**config.mk**
```make
export PLATFORM = sky130hd
export DESIGN_NAME = pll_reconfig_ctrl
export DESIGN_NICKNAME = d
export VERILOG_FILES = /design/src/rtl/pll_ctrl_pkg.sv /design/src/rtl/sync_2ff.sv /design/src/rtl/pll_reconfig_ctrl.sv
export SDC_FILE = /design/constraint.sdc
export NUM_CORES = 1
export LEC_CHECK = 0
export ABC_AREA = 1
export CAP_MARGIN = 20
export CORE_MARGIN = 4
export CORE_UTILIZATION = 45
export DETAILED_ROUTE_END_ITERATION = 10
export PLACE_DENSITY = 0.78
export RECOVER_POWER = 25
export SYNTH_ARGS = -nofsm -noshare
export SYNTH_HDL_FRONTEND = slang
export SYNTH_SLANG_ARGS = --single-unit
```
**constraint.sdc**
```tcl
create_clock -name clk -period 2.7 [get_ports clk]
set_input_delay 0.54 -clock clk [delete_from_list [all_inputs] [get_ports clk]]
set_output_delay 0.54 -clock clk [all_outputs]
set_load 0.01 [all_outputs]
```
**src/rtl/pll_ctrl_pkg.sv**
```systemverilog
// Shared types and defaults for the PLL reconfiguration controller.
package pll_ctrl_pkg;

    typedef enum logic [2:0] {
        StIdle,
        StShift,
        StUpdate,
        StWaitDone,
        StWaitLock
    } pll_rcfg_state_t;

    localparam int unsigned PLL_CHAIN_LEN_DEF   = 144;
    localparam int unsigned PLL_LOCK_STABLE_DEF = 16;

endpackage

```
**src/rtl/sync_2ff.sv**
```systemverilog
// Two-flop synchronizer for single-bit asynchronous inputs.
module sync_2ff (
    input  logic clk_i,
    input  logic rst_ni,
    input  logic d_i,
    output logic q_o
);

    logic meta_q;
    logic sync_q;

    always_ff @(posedge clk_i or negedge rst_ni) begin
        if (!rst_ni) begin
            meta_q <= 1'b0;
            sync_q <= 1'b0;
        end else begin
            meta_q <= d_i;
            sync_q <= meta_q;
        end
    end

    assign q_o = sync_q;

endmodule

```
**src/rtl/pll_reconfig_ctrl.sv**
```systemverilog
// Serial PLL scan-chain loader with configupdate, scandone wait and lock qualification.
// Optional PLL_RECONFIG_READBACK_EN captures the outgoing chain image into rd_data.
module pll_reconfig_ctrl
    import pll_ctrl_pkg::*;
#(
    parameter int unsigned CHAIN_LEN   = PLL_CHAIN_LEN_DEF,
    parameter int unsigned SCLK_DIV    = 4,
    parameter int unsigned LOCK_STABLE = PLL_LOCK_STABLE_DEF,
    parameter int unsigned TIMEOUT     = 65535
) (
    input  logic                 clk,
    input  logic                 areset_n,
    input  logic                 req_valid,
    output logic                 req_ready,
    input  logic [CHAIN_LEN-1:0] req_data,
    output logic                 busy,
    output logic                 done,
    output logic                 err,
    output logic                 pll_scanclk,
    output logic                 pll_scanclkena,
    output logic                 pll_scandata,
    output logic                 pll_configupdate,
    input  logic                 pll_scandone,
    input  logic                 pll_locked
`ifdef PLL_RECONFIG_READBACK_EN
    ,
    input  logic                 pll_scandataout,
    output logic [CHAIN_LEN-1:0] rd_data
`endif
);

    localparam int unsigned BitW = $clog2(CHAIN_LEN + 1);
    localparam int unsigned TmoW = $clog2(TIMEOUT + 1);
    localparam int unsigned StbW = $clog2(LOCK_STABLE + 1);
    localparam int unsigned PhW  = $clog2(2 * SCLK_DIV + 1);

    localparam logic [PhW-1:0]  PhRise  = PhW'(SCLK_DIV - 1);
    localparam logic [PhW-1:0]  PhLast  = PhW'(2 * SCLK_DIV - 1);
    localparam logic [BitW-1:0] BitLast = BitW'(CHAIN_LEN);
    localparam logic [TmoW-1:0] TmoLast = TmoW'(TIMEOUT);
    localparam logic [StbW-1:0] StbLast = StbW'(LOCK_STABLE);

    pll_rcfg_state_t      state_q, state_d;
    logic [CHAIN_LEN-1:0] sh_q, sh_d;
    logic [BitW-1:0]      bits_q, bits_d;
    logic [PhW-1:0]       ph_q, ph_d;
    logic [TmoW-1:0]      tmo_q, tmo_d;
    logic [StbW-1:0]      stb_q, stb_d;
    logic                 sclk_q, sclk_d;
    logic                 sdata_q, sdata_d;
    logic                 sd_prev_q;
    logic                 scandone_s;
    logic                 locked_s;
`ifdef PLL_RECONFIG_READBACK_EN
    logic [CHAIN_LEN-1:0] rd_q, rd_d;
`endif

    sync_2ff u_sync_scandone (
        .clk_i  (clk),
        .rst_ni (areset_n),
        .d_i    (pll_scandone),
        .q_o    (scandone_s)
    );

    sync_2ff u_sync_locked (
        .clk_i  (clk),
        .rst_ni (areset_n),
        .d_i    (pll_locked),
        .q_o    (locked_s)
    );

    always_comb begin
        state_d = state_q;
        sh_d    = sh_q;
        bits_d  = bits_q;
        ph_d    = ph_q;
        tmo_d   = tmo_q;
        stb_d   = stb_q;
        sclk_d  = sclk_q;
        sdata_d = sdata_q;
        done    = 1'b0;
        err     = 1'b0;
`ifdef PLL_RECONFIG_READBACK_EN
        rd_d    = rd_q;
`endif
        unique case (state_q)
            StIdle: begin
                ph_d = '0;
                if (req_valid) begin
                    sh_d    = req_data >> 1;
                    sdata_d = req_data[0];
                    bits_d  = '0;
                    sclk_d  = 1'b0;
                    state_d = StShift;
                end
            end
            StShift: begin
                ph_d = (ph_q == PhLast) ? '0 : ph_q + PhW'(1);
                if (ph_q == PhRise) begin
                    sclk_d = 1'b1;
                    if (bits_q != BitLast) bits_d = bits_q + BitW'(1);
`ifdef PLL_RECONFIG_READBACK_EN
                    rd_d = CHAIN_LEN'({pll_scandataout, rd_q} >> 1);
`endif
                end
                // Data advances only on the falling edge; the last fall ends the shift.
                if (ph_q == PhLast) begin
                    sclk_d = 1'b0;
                    if (bits_q == BitLast) begin
                        sdata_d = 1'b0;
                        state_d = StUpdate;
                    end else begin
                        sdata_d = sh_q[0];
                        sh_d    = sh_q >> 1;
                    end
                end
            end
            StUpdate: begin
                ph_d = ph_q + PhW'(1);
                if (ph_q == PhLast) begin
                    ph_d    = '0;
                    tmo_d   = '0;
                    state_d = StWaitDone;
                end
            end
            StWaitDone: begin
                if (scandone_s && !sd_prev_q) begin
                    tmo_d   = '0;
                    stb_d   = '0;
                    state_d = StWaitLock;
                end else if (tmo_q == TmoLast) begin
                    err     = 1'b1;
                    state_d = StIdle;
                end else begin
                    tmo_d = tmo_q + TmoW'(1);
                end
            end
            StWaitLock: begin
                if (stb_q == StbLast) begin
                    done    = 1'b1;
                    state_d = StIdle;
                end else if (tmo_q == TmoLast) begin
                    err     = 1'b1;
                    state_d = StIdle;
                end else begin
                    tmo_d = tmo_q + TmoW'(1);
                    stb_d = locked_s ? stb_q + StbW'(1) : '0;
                end
            end
            default: state_d = StIdle;
        endcase
    end

    always_ff @(posedge clk or negedge areset_n) begin
        if (!areset_n) begin
            state_q   <= StIdle;
            sh_q      <= '0;
            bits_q    <= '0;
            ph_q      <= '0;
            tmo_q     <= '0;
            stb_q     <= '0;
            sclk_q    <= 1'b0;
            sdata_q   <= 1'b0;
            sd_prev_q <= 1'b0;
`ifdef PLL_RECONFIG_READBACK_EN
            rd_q      <= '0;
`endif
        end else begin
            state_q   <= state_d;
            sh_q      <= sh_d;
            bits_q    <= bits_d;
            ph_q      <= ph_d;
            tmo_q     <= tmo_d;
            stb_q     <= stb_d;
            sclk_q    <= sclk_d;
            sdata_q   <= sdata_d;
            sd_prev_q <= scandone_s;
`ifdef PLL_RECONFIG_READBACK_EN
            rd_q      <= rd_d;
`endif
        end
    end

    assign req_ready        = (state_q == StIdle);
    assign busy             = ~req_ready;
    assign pll_scanclk      = sclk_q;
    assign pll_scandata     = sdata_q;
    assign pll_scanclkena   = (state_q == StShift);
    assign pll_configupdate = (state_q == StUpdate);
`ifdef PLL_RECONFIG_READBACK_EN
    assign rd_data          = rd_q;
`endif

endmodule
```
==> flow_summary_export.csv <==
group,metric,value,unit
cts,path_clk_slew,70,ps
synthesis,synth_top_family_by_area,"simple AND/OR/NAND/NOR gates",
synthesis,synth_area_per_cell,8.10,sq um
status,status,"finished, violations left",
synthesis,ys_ff_latch,186,
synthesis,synth_async_sr_flop_share,1.00,
timing,period_minus_slack,2570,ps
critical_path,cp-startpoint,"tmo_q[0]$_DFFE_PN0P_",
critical_path,rr_worst_depth,10,
detailed_routing,viasPerCell,5.13,
cts,holdBufCountCts,0,
timing,fin_worst_skew,15.9,ps
cts,cts_tree,"built",
timing,max_freq,0.390,GHz
timing,hold_viol_final,0,
final_layout,ff_latch_area,0.00465,sq mm
global_route,grt_antenna_before_repair,1,
timing,fin_crit_sh,0.950,
pwr,p_per_area,1110,mW/mm^2
cts,cts_root_buf,"clkbuf_16",
synthesis,syn-cell-area,0.00912,sq mm
cts,numCtsBuffers,17,
detailed_routing,antenna_left,0,
cts,cts.sinks,186,
timing,slew_viol_final,64,
detailed_routing,wl,20800,microns
detailed_routing,num_vias,7842,
critical_path,required,2160,ps
synthesis,yosys.area_share.simple,0.269,
timing,fin_hold_ws,352,ps
synthesis,synth_cell_types,28,
critical_path,start_kind,"flip-flop",
pwr,ir_worst_vdd,527,uV
synthesis,synth_area_leader_cell,"dfrtp_1",
synthesis,synthMuxAreaShare,0,
synthesis,synth_top_area_frac,0.511,
floorplan,rows,51,
placed_design,dpl_cell_area,0.0109,sq mm
critical_path,arrival,2030,ps
floorplan,boundaryPins,157,
job,max_cap_viol_count,1,
detailed_routing,drt_pre_antenna_iters,5,
synthesis,yosysSeqAreaShare,0.511,
cts,clockBufferDepth,2,
synthesis,syn_inst,1126,
status,violations,"capacitance limit, slew limit",
cts,cts_setup_buffers,0,
floorplan,dieHeight,150,microns
cts,htreeDepth,4,
placed_design,port_buffers,156,
global_route,grt_max_degree,146,
cts,worstSkewPairLatency,430,ps
floorplan,coreArea,0.0197,sq mm
floorplan,start_util,0.462,
synthesis,synth_xor_xnor_area_share,0.00288,
timing,rsz0062_at_grt,"true",
critical_path,cp-end-kind,"output port",
global_route,track_usage,0.186,
synthesis,synth.most_common_cell,"nor2_1",
final_layout,multiInputGateArea,0.00389,sq mm
detailed_routing,wl_per_cell,13.6,microns
critical_path,cpPeakStageDelay,380,ps
critical_path,slowest_stage,"dfrtp_1",
detailed_routing,first_iter_violations,449,
final_layout,final_area,0.0115,sq mm
detailed_routing,drc,0,
critical_path,r2r-start,"ph_q[0]$_DFFE_PN0P_",
global_route,grt_pass1_wl,34700,microns
synthesis,yosys-top-cells-area,"dfrtp_1 (51%), nor2_1 (14%), o31ai_1 (12%), nand2_1 (9.3%), inv_1 (2.0%)",
worst_hold_path,hold_class,"flip-flop to flip-flop",
floorplan,die_area,0.0226,sq mm
critical_path,worst-path-max-fanout,4,
final_layout,areaGrowthSynthToFinish,25.8,%
synthesis,synth_compound_gate_area_share,0.143,
timing,setup_viol,0,
floorplan,fp.dieW,150,microns
synthesis,synth_common_cells,"nor2_1 (333), nand2_1 (227), dfrtp_1 (186)",
final_layout,nFillCells,1713,
final_layout,final_nets,1404,
placed_design,gp_congestion,0.840,
global_route,gr-total-overflow,0,
synthesis,yosys.area_share.adder,0.00823,
global_route,first_global_vias,7500,
synthesis,synth_fp_nets,1281,
critical_path,critPathKind,"flip-flop to output port",
synthesis,synth_ff_type,"dfrtp_1",
synthesis,synth_edf_count,0,
worst_hold_path,min_path_cells,0,
timing,worst_slew_pin_slew,1680,ps
worst_hold_path,hp-start,"u_sync_locked.meta_q$_DFF_PN0_",
final_layout,drive_gt1_frac,0.0547,
synthesis,yosysWarnings,0,
pwr,p_leak,5.19,nW
critical_path,worstPathCellList,"ha_2 -> inv_1 -> nor2_4 -> nand2_1 -> nor2_2 -> nand2_2 -> nor3_2 -> dlygate4sd2_1",
placed_design,dpl.hpwl,13800,microns
timing,relSlewSlack,-0.123,
[layout make-up]
| cell class | count | area share |
|---|---|---|
| Antenna cell | 1 | 0.000218 |
| Tap cell | 265 | 0.0289 |
| Timing Repair Buffer | 172 | 0.153 |
| Multi-Input combinational cell | 817 | 0.339 |
| Inverter | 55 | 0.0182 |
| Clock buffer | 20 | 0.0381 |
| Sequential cell | 186 | 0.406 |
| Clock inverter | 12 | 0.0166 |
[critical path: cells and delay by family, from the launching register on]
kind	cells	cell delay (ps)
AND/OR/NAND/NOR	5	650
buffers and inverters	2	370
flip-flops	1	380
adder cells (fa/ha/maj)	1	210
[placed cells by master (no fill, tap or decap), types with 3 or more instances in the layout]
cell type        count
o21ai_0             14
inv_1               49
clkbuf_16           17
o21ai_1             16
clkbuf_1             3
nand2_2              4
nand3_1             31
a21oi_1              9
nor3_1               5
buf_4                8
bufinv_16            4
nand4_1              9
ha_1                 5
nor2_1             332
clkinv_4             4
buf_12               7
nor2_2               4
inv_2                5
nand2_1            226
clkdlybuf4s50_1    152
o21bai_1             3
dfrtp_1            186
xor2_1               3
o31ai_1            142
[final timing paths]
path | to | slack, ps
min in group asynchronous | tmo_q[15]$_DFFE_PN0P_ | 550
worst min register to register | u_sync_locked.q_o$_DFF_PN0_ | 350
worst max register to register | tmo_q[10]$_DFFE_PN0P_ | 470
max in group asynchronous | sh_q[111]$_DFFE_PN0P_ | 460
worst min-delay path | u_sync_locked.q_o$_DFF_PN0_ | 350
worst max-delay path | err | 130
[stage by stage]
stage / util / total power, mW / TNS (ps) / cells / worst slack (ps)
floorplan: - / 8.88 / 0 / 1126 / 780
global placement: 0.550 / 9.95 / 0 / 1495 / 271
detailed placement: 0.550 / 10.2 / 0 / 1495 / 238
CTS: 0.582 / 12.9 / 0 / 1527 / 53.8
global route: 0.582 / 13.9 / -12.9 / 1528 / -12.9
finish: 0.582 / 12.8 / 0 / 1528 / 134
[flip-flops by register name (all words and copies together), names as in the netlist, 3 cells and up]
signal	count
state_q	3
bits_q	8
sh_q	143
tmo_q	16
ph_q	4
stb_q	5
[what timing repair did]
| item | CTS | global route |
|---|---|---|
| gates resized for setup | 1 | 4 |
| cloned | 0 | 0 |
| setup endpoints to repair | 1 | 2 |
[layer usage]
layer / wire, microns / up-vias / global-route usage / share of wire
met5: 0 / - / 0 / 0
met4: 390 / 0 / 0.0636 / 0.019
met3: 967 / 28 / 0.0322 / 0.046
met2: 9890 / 160 / 0.292 / 0.47
met1: 9580 / 3700 / 0.263 / 0.46
li1: - / 3954 / - / -
[cell families (layout without fill, tap and decap cells)]
kind of cell | after synthesis | count (layout)
flip-flops | 186 | 186
AO/OA/AOI/OAI | 187 | 187
other | 0 | 1
adder cells (fa/ha/maj) | 6 | 6
XOR/XNOR | 3 | 3
AND/OR/NAND/NOR | 621 | 621
buffers and inverters | 123 | 259
[report_power, final]
group | switching [mW] | leakage [nW] | total [mW] | internal [mW]
clock network | 1.10 | 0.297 | 2.67 | 1.57
logic | 3.39 | 2.56 | 5.42 | 2.03
registers | 0.668 | 2.33 | 4.68 | 4.01
(Power assumes the default switching activity.)
